## src/rtl/prio_enc_pkg.sv

```systemverilog
// Shared definitions for the sequential priority scan encoder.
package prio_enc_pkg;

  localparam int unsigned MODE_FIXED = 0;
  localparam int unsigned MODE_RR    = 1;

  typedef enum logic {
    S_IDLE = 1'b0,
    S_SCAN = 1'b1
  } state_e;

  // True when exactly one bit of a (zero-extended) vector is set.
  function automatic logic popcnt_is_one(input logic [63:0] v);
    return (v != 64'd0) && ((v & (v - 64'd1)) == 64'd0);
  endfunction

endpackage : prio_enc_pkg

```

## src/rtl/prio_find_first.sv

```systemverilog
// Combinational find-first-set starting at an arbitrary offset, searching
// upward (DOWN=0) or downward (DOWN=1) with wrap-around.
module prio_find_first #(
  parameter int unsigned  N    = 8,
  parameter bit           DOWN = 1'b0,
  localparam int unsigned IW   = $clog2(N)
) (
  input  logic [N-1:0]  vec,
  input  logic [IW-1:0] start,
  output logic [IW-1:0] idx,
  output logic          found
);

  logic [N-1:0]  rot;
  logic [IW-1:0] off;

  // Map a search slot (0 = searched first) back to a bit position.
  function automatic logic [IW-1:0] slot(input logic [IW-1:0] s,
                                         input logic [IW-1:0] j);
    int unsigned p;
    if (DOWN) p = 32'(s) + N - 32'(j);
    else      p = 32'(s) + 32'(j);
    if (p >= N) p = p - N;
    return IW'(p);
  endfunction

  // Rotate the vector so the search always runs from slot 0 upward.
  always_comb begin
    rot = '0;
    for (int j = 0; j < N; j++) begin
      rot[j] = vec[slot(start, IW'(j))];
    end
  end

  // Plain priority scan: lowest set slot wins.
  always_comb begin
    found = 1'b0;
    off   = '0;
    for (int j = N - 1; j >= 0; j--) begin
      if (rot[j]) begin
        found = 1'b1;
        off   = IW'(j);
      end
    end
  end

  // Un-rotate the winning slot into a bit index.
  assign idx = slot(start, off);

endmodule : prio_find_first

```

## src/rtl/prio_scan_enc.sv

```systemverilog
// Sequential priority encoder: accepts a multi-hot vector and reports one
// set-bit index per output handshake, fixed-priority or round-robin order.
module prio_scan_enc
  import prio_enc_pkg::*;
#(
  parameter int unsigned  N    = 8,
  parameter int unsigned  MODE = MODE_FIXED,
  localparam int unsigned IW   = $clog2(N)
) (
  input  logic          clk,
  input  logic          rst_n,
  input  logic [N-1:0]  req,
  input  logic          req_valid,
  output logic          req_ready,
  output logic [IW-1:0] idx,
  output logic          idx_valid,
  input  logic          idx_ready,
  output logic          last,
  output logic          none
);

  state_e        state_q, state_d;
  logic [N-1:0]  pend_q, pend_d;
  logic [IW-1:0] ptr_q, ptr_d;
  logic          zero_q, zero_d;

  logic [IW-1:0] ff_idx;
  logic          ff_found;
  logic [IW-1:0] ff_start;
  logic          beat;
  logic          load;

  // Fixed mode always scans down from the top bit; round-robin from ptr.
  assign ff_start = (MODE == MODE_RR) ? ptr_q : IW'(N - 1);

  prio_find_first #(
    .N    (N),
    .DOWN (MODE == MODE_FIXED)
  ) u_find (
    .vec   (pend_q),
    .start (ff_start),
    .idx   (ff_idx),
    .found (ff_found)
  );

  // State and datapath registers.
  always_ff @(posedge clk or negedge rst_n) begin
    if (!rst_n) begin
      state_q <= S_IDLE;
      pend_q  <= '0;
      ptr_q   <= '0;
      zero_q  <= 1'b0;
    end else begin
      state_q <= state_d;
      pend_q  <= pend_d;
      ptr_q   <= ptr_d;
      zero_q  <= zero_d;
    end
  end

  // Next-state and output decode; outputs depend only on registers except
  // req_ready, which allows reload on the final accepted beat.
  always_comb begin
    state_d   = state_q;
    pend_d    = pend_q;
    ptr_d     = ptr_q;
    zero_d    = zero_q;
    req_ready = 1'b0;
    idx_valid = 1'b0;
    idx       = '0;
    last      = 1'b0;
    none      = 1'b0;
    beat      = 1'b0;
    load      = 1'b0;

    case (state_q)
      S_IDLE: begin
        req_ready = 1'b1;
        load      = req_valid;
        if (load) begin
          pend_d  = req;
          zero_d  = (req == '0);
          state_d = S_SCAN;
        end
      end

      S_SCAN: begin
        idx_valid = 1'b1;
        idx       = ff_found ? ff_idx : '0;
        none      = zero_q;
        last      = zero_q | popcnt_is_one(64'(pend_q));
        beat      = idx_ready;
        req_ready = beat & last;
        load      = req_valid & req_ready;

        if (beat) begin
          pend_d = pend_q & ~(N'(1) << idx);
          // The zero-vector beat does not move the round-robin pointer.
          if ((MODE == MODE_RR) && !zero_q) begin
            ptr_d = (32'(idx) == N - 1) ? '0 : IW'(32'(idx) + 1);
          end
          if (last) begin
            state_d = S_IDLE;
            zero_d  = 1'b0;
          end
        end

        // Same-cycle reload keeps the scan running with no bubble.
        if (load) begin
          pend_d  = req;
          zero_d  = (req == '0);
          state_d = S_SCAN;
        end
      end

      default: state_d = S_IDLE;
    endcase
  end

endmodule : prio_scan_enc
```

## config.mk

```make
export PLATFORM = sky130hd
export DESIGN_NAME = prio_scan_enc
export DESIGN_NICKNAME = d
export VERILOG_FILES = /design/src/rtl/prio_enc_pkg.sv /design/src/rtl/prio_find_first.sv /design/src/rtl/prio_scan_enc.sv
export SDC_FILE = /design/constraint.sdc
export NUM_CORES = 1
export LEC_CHECK = 0
export ABC_AREA = 1
export CAP_MARGIN = 20
export CORE_UTILIZATION = 45
export CTS_CLUSTER_DIAMETER = 150
export CTS_CLUSTER_SIZE = 20
export DETAILED_ROUTE_END_ITERATION = 7
export PLACE_DENSITY_LB_ADDON = 0.3
export RECOVER_POWER = 100
export SLEW_MARGIN = 20
export SYNTH_ARGS = -nofsm -noshare
export SYNTH_HDL_FRONTEND = slang
export SYNTH_SLANG_ARGS = --single-unit
```

## constraint.sdc

```tcl
create_clock -name clk -period 2.5 [get_ports clk]
set_clock_uncertainty 0.2 [all_clocks]
set_input_delay 0.5 -clock clk [delete_from_list [all_inputs] [get_ports clk]]
set_output_delay 0.5 -clock clk [all_outputs]
set_load 0.01 [all_outputs]
```

# Word-level counts from Yosys, hierarchy flattened
# Cells that the tools add are included.
[totals]
register_bits = 10
input_bits = 12
out_inout_bits = 7
wordCells = 61
[op_classes]
add_sub_neg = 3
order_cmp = 1
n_eq_ne = 3
n_shift = 1
mux = 37
n_bitwise = 7
n_reduce_logical = 6
[op_table]
columns = ["cell", "count"]
rows = [
  ["bitwise AND 8 x 64 -> 64 bit", 1],
  ["zero test 64 bit", 1],
  ["2-to-1 mux 3 bit", 11],
  [">= comparator 32 x 4 -> 1 bit, second input constant", 1],
  ["2-to-1 mux 8 bit", 3],
  ["2-to-1 mux 1 bit", 19],
  ["one-hot mux 8 bit (2 select lines)", 1],
  ["subtractor 8 x 1 -> 9 bit, second input constant", 1],
  ["bitwise AND 8 bit", 1],
  ["zero test 8 bit", 1],
  ["inverter 8 bit", 1],
  ["nonzero test 8 bit", 1],
  ["<< shifter 1 x 3 -> 8 bit, first input constant", 1],
  ["one-hot mux 1 bit (2 select lines)", 3],
  ["subtractor 4 x 3 -> 5 bit, first input constant", 1],
  ["inequality test 3 x 1 -> 1 bit, second input constant", 1],
  ["inequality test 3 x 2 -> 1 bit, second input constant", 1],
  ["AND reduction 3 bit", 1],
  ["subtractor 3 x 1 -> 3 bit, second input constant", 1],
  ["bitwise AND 1 bit", 2],
  ["inequality test 2 bit, second input constant", 1],
  ["AND reduction 2 bit", 1],
  ["logical AND 1 bit", 1],
  ["inverter 1 bit", 1],
  ["OR 1 bit", 1],
]

# Longest topological paths before layout
# Gate-level depths: netlist of the first run.
[logic_depth]
word_depth = 18
ltp_mapped = 14
mapped_depth_nobuf = 14

# Modules after synthesis
# Synthesis of the first run repeated with hierarchy kept, for this count alone.
[hier_totals]
cells_unflattened = 244
hier_area_um2 = 1441.4
[modules_own_cells]
columns = ["module", "instances", "cells_each", "area_per_inst_um2", "seq_area_each_um2"]
rows = [
  ["prio_scan_enc", 1, 139, 877.1, 250.2],
  ["prio_find_first", 1, 105, 564.3, 0.0],
]

# Least setup slack after synthesis of the first run
# Ideal clock, no wire load.
[synth_path]
path_kind = "reg-to-output"
from = "register pend_q[1]"
to = "output port req_ready"
t_arrival_ns = 1.299
t_required_ns = 1.800
setup_slack_ns = 0.501
path_stages_with_launch = 10
path_buffers = 0
path_cell_list = "dfrtp_1 nor2_2 nand2_2 inv_1 nand2_4 nand2_2 nor2_2 nand2_2 nand3_4 and2_2"
[synth_via]
elab_chain_len = 7
elab_cells_between_ends = 8
cone_classes = "add/sub: 1; mux: 1; bitwise: 3; reduce/logical: 3"
[synth_rtl]
columns = ["element", "line_no", "rtl"]
rows = [
  ["start, declared", "prio_scan_enc.sv:23", "logic [N-1:0] pend_q, pend_d;"],
  ["start signal, assigned", "prio_scan_enc.sv:55", "pend_q <= pend_d;"],
  ["subtractor 8 x 1 -> 9 bit", "prio_enc_pkg.sv:14", "return (v != 64'd0) && ((v & (v - 64'd1)) == 64'd0);"],
  ["bitwise AND 8 x 64 -> 64 bit", "prio_enc_pkg.sv:14", ""],
  ["zero test 64 bit", "prio_enc_pkg.sv:14", ""],
  ["logical AND 1 bit *", "prio_enc_pkg.sv:14", ""],
  ["OR 1 bit *", "prio_scan_enc.sv:91", "last = zero_q | popcnt_is_one(64'(pend_q));"],
  ["bitwise AND 1 bit *", "prio_scan_enc.sv:93", "req_ready = beat & last;"],
  ["one-hot mux 1 bit (2 select lines) *", "prio_scan_enc.sv:76", "case (state_q)"],
  ["end, declared", "prio_scan_enc.sv:14", "output logic req_ready,"],
]
# Mark *: on every way between the ends. The rest lies on a longest branch, timed or not.

# Final worst setup path of the first run
[layout_path]
from = "register pend_q[0]"
to = "output port req_ready"
# The elaborated chain is that of the path after synthesis.

==> results of run 1 <==
-- area by class of cell --
class	count	area share (%)
multi-input combinational	107	45.13
tap	25	2.648
clock buffer	4	3.072
inverter	21	6.674
sequential	10	21.61
timing repair buffer	29	20.87
-- registers in the layout, indices dropped and copies added (netlist names) --
register / count
pend_q: 8
state_q: 1
zero_q: 1
-- layer usage --
layer / routed length [microns] / track usage [%] / vias up
met5: 0 / 0 / -
met4: 40 / 8.824 / 0
met1: 930 / 30.27 / 425
met2: 1111 / 43.14 / 32
li1: - / - / 501
met3: 79 / 1.587 / 5
-- cells by family after synthesis --
logic type             count (synthesis)  synth area share, %
AOI/OAI and AO/OA                      4                2.621
buffers and inverters                 22                9.751
DFF                                   10                29.11
and+or+nand+nor                      103                58.52
-- power groups by stage --
stage | registers, mW | logic (mW) | clock network [mW]
floorplan | 0.284 | 0.775 | 0
global placement | 0.297 | 1.19 | 0
detailed placement | 0.301 | 1.22 | 0
CTS | 0.303 | 1.24 | 0.147
global route | 0.320 | 1.33 | 0.156
finish | 0.308 | 1.20 | 0.146
-- worst reg2reg max path, stage by stage (launching register included) --
cell and delay [ns]:
dfrtp_2 0.44, nor2_4 0.15, nand2_1 0.09, nor2_1 0.11, nor2_1 0.05, nor2_2 0.08
nand2_1 0.13, nand3_4 0.09, clkbuf_1 0.34, nand4_1 0.19, nand3_1 0.13, nand2_1 0.05
-- synth_stat cells, drive strengths merged --
master,n
a21oi,2
a31oi,1
and2,1
buf,1
dfrtp,10
inv,21
nand2,60
nand3,14
nand4,9
nor2,17
nor4,1
o22ai,1
or2,1
-- stage by stage --
step / worst slack, ns / power, mW / setup TNS (ns)
finish: 0.1017 / 1.655 / 0
global route: 0.01400 / 1.805 / 0
CTS: -0.004021 / 1.691 / -0.004021
detailed placement: -0.05223 / 1.525 / -0.05223
global placement: -0.05221 / 1.486 / -0.05221
floorplan: 0.5015 / 1.059 / 0
-- repair_timing --
| item | 4_1_cts | 5_1_grt |
|---|---|---|
| endpoints found under the setup margin | 3 | 2 |
| pin swaps | 0 | 2 |
| resized for setup | 10 | 6 |
| buffers inserted | 4 | 0 |
-- worst min path at each step --
stage | start | slack [ns] | endpoint
floorplan | rst_n | 0.004 | pend_q[0]
global placement | zero_q | 0.30 | zero_q
detailed placement | zero_q | 0.30 | zero_q
CTS | zero_q | 0.32 | zero_q
global route | zero_q | 0.37 | zero_q
finish | zero_q | 0.32 | zero_q
==> metrics.md, run 1 <==
| Metric | Value |
|---|---|
| P per Cell Area | 1401 nW/um^2 |
| Root Driver | clkbuf_4 |
| Worst setup path category | flip-flop to output pin |
| Setup Viol. Count Final | 0 |
| Cell Area, Synth | 859.6 sq um |
| Critical Path Start | pend_q[0] |
| DRT Pass-1 Iters | 4 |
| RSZ-0062 raised after global routing | no |
| Core Util, Final | 66.95% |
| Cell family with most CP delay | simple AND/OR/NAND/NOR gates |
| Row count | 15 |
| Drt wl/cell | 11.03 microns |
| Worst-Margin Slew | 0.4439 ns |
| RD Place Congestion | 0.8386 |
| PortBufs | 18 |
| Antenna Cells | 0 |
| First-pass GRT wire length | 3588 microns |
| Cell Area, Placed | 1119 sq um |
| Fin crit period | 2.398 ns |
| Core area | 1764 sq um |
| Synthesized area per cell | 6.184 sq um |
| Drt drc | 0 |
| GRT overflow | 0 |
| Worst EP arrival | 1.70 ns |
| CP max stage delay | 0.44 ns |
| Post-Place Cells | 188 |
| Syn nets | 151 |
| Reg2Reg Capture Point | pend_q[4] |
| Detailed Place HPWL | 1787 microns |
| Endpoint class of the critical path | output pin |
| Final hold vios | 0 |
| Cell depth of the worst setup path | 10 |
| Clk pwr share | 8.8% |
| Cell count after synthesis | 139 |
| Yosys warnings | 0 |
| Final Cell Area | 1181 sq um |
| Flop pwr share | 18.6% |
| Post-CTS Hold Buffers | 0 |
| DR vias/cell | 4.913 |
| Critical path buffers and inverters | 2 |
| Worst EP required | 1.80 ns |
| Largest area contributor in the netlist | dfrtp_1 |
| Sw Share | 50.80% |
| Worst r2r path cells | 11 |
| Slew Limit Headroom | 70.31% |
| Clk sink count | 10 |
| Commonest non-fill, non-tap cell in the layout | nand2_1 |
| Ranking of synthesized cells by area | dfrtp_1 29%, nand2_1 24%, inv_1 7.4% |
| Synth top area share | 29.11% |
| Cell mode on critical path | nand2_2 |
| Multi-input gate area | 533.0 sq um |
| Distinct cells, synth | 19 |
| Startpoint Class | flip-flop |
| Worst hold path type | flip-flop to flip-flop |
| Antenna-violating nets left | 0 |
| Antenna violations before repair | 0 |
| Final net count | 184 |
| Effective utilization at floorplan | 48.72% |
| Most frequent cells in the layout | 55 x nand2_1, 15 x inv_1, 12 x nand3_1, 12 x clkdlybuf4s50_1 |
| CTS Buffer Depth | 2 |
| Worst r2r src | pend_q[0] |
| Chip width | 45.71 microns |
| Leak Pwr | 0.6575 nW |
| Max VDD drop | 772.3 uV |
| CP max stage cell | dfrtp_2 |
| Total CTS buffers | 3 |
| Fmax | 417.0 MHz |
| 1st-iter DRT viols | 26 |
| Flip-flop and latch area | 255.2 sq um |
| Clock Latency Late Sink | 0.26 ns |
| Layout cells sized above 1 | 23.98% |
| IO Count | 19 |
| Worst hold path stage count | 2 |
| WHS | 0.3221 ns |
| End of the critical path | req_ready |
| Combinational share of power | 72.6% |
| Flops & latches, synth | 10 |
| Crit path cell chain | nor2_4 > nand2_2 > inv_1 > nand2_4 > nand2_2 > nor2_2 > nand2_1 > nand3_4 > and2_2 > clkbuf_2 |
| Fillers | 171 |
| Via count | 963 |
| Seq/Total Area, Yosys | 29.11% |
| Status | completed |
| Post-Route WL | 2161 microns |
| P_sw | 840.8 uW |
| GRT Total Usage | 24.13% |
| Die area | 2089 sq um |
| Die height | 45.71 microns |
| Largest net degree at the start of global routing | 11 |
| Setup slack, reg-to-reg | 0.34 ns |
| Number of global-route vias before repair | 874 |
| Internal power | 814.3 uW |
| CP Max Fanout | 4 |
| Non-Filler Instances | 196 |
| H-tree depth | 1 |
| TritonCTS clock tree | done |
| Max Slew Vio Count | 0 |
| Number of max-cap violations | 0 |
| Final Cycle Share | 95.93% |
| Clk slew on worst S/H paths | 0.07 ns |
| Area Overhead vs Synth | 37.41% |
No activity file was read; power rests on OpenSTA's default activity.
==> inputs of run 2 (changes only) <==
--- a/config.mk
+++ b/config.mk
@@ -6,9 +6,9 @@
 export NUM_CORES = 1
 export LEC_CHECK = 0
 export ABC_AREA = 1
+export ABC_CLOCK_PERIOD_IN_PS = 2500
 export CAP_MARGIN = 20
 export CORE_UTILIZATION = 45
-export CTS_CLUSTER_DIAMETER = 150
 export CTS_CLUSTER_SIZE = 20
 export DETAILED_ROUTE_END_ITERATION = 7
 export PLACE_DENSITY_LB_ADDON = 0.3
==> results of run 2 <==
The final DEF is identical to that of run 1; final timing and power are the same.
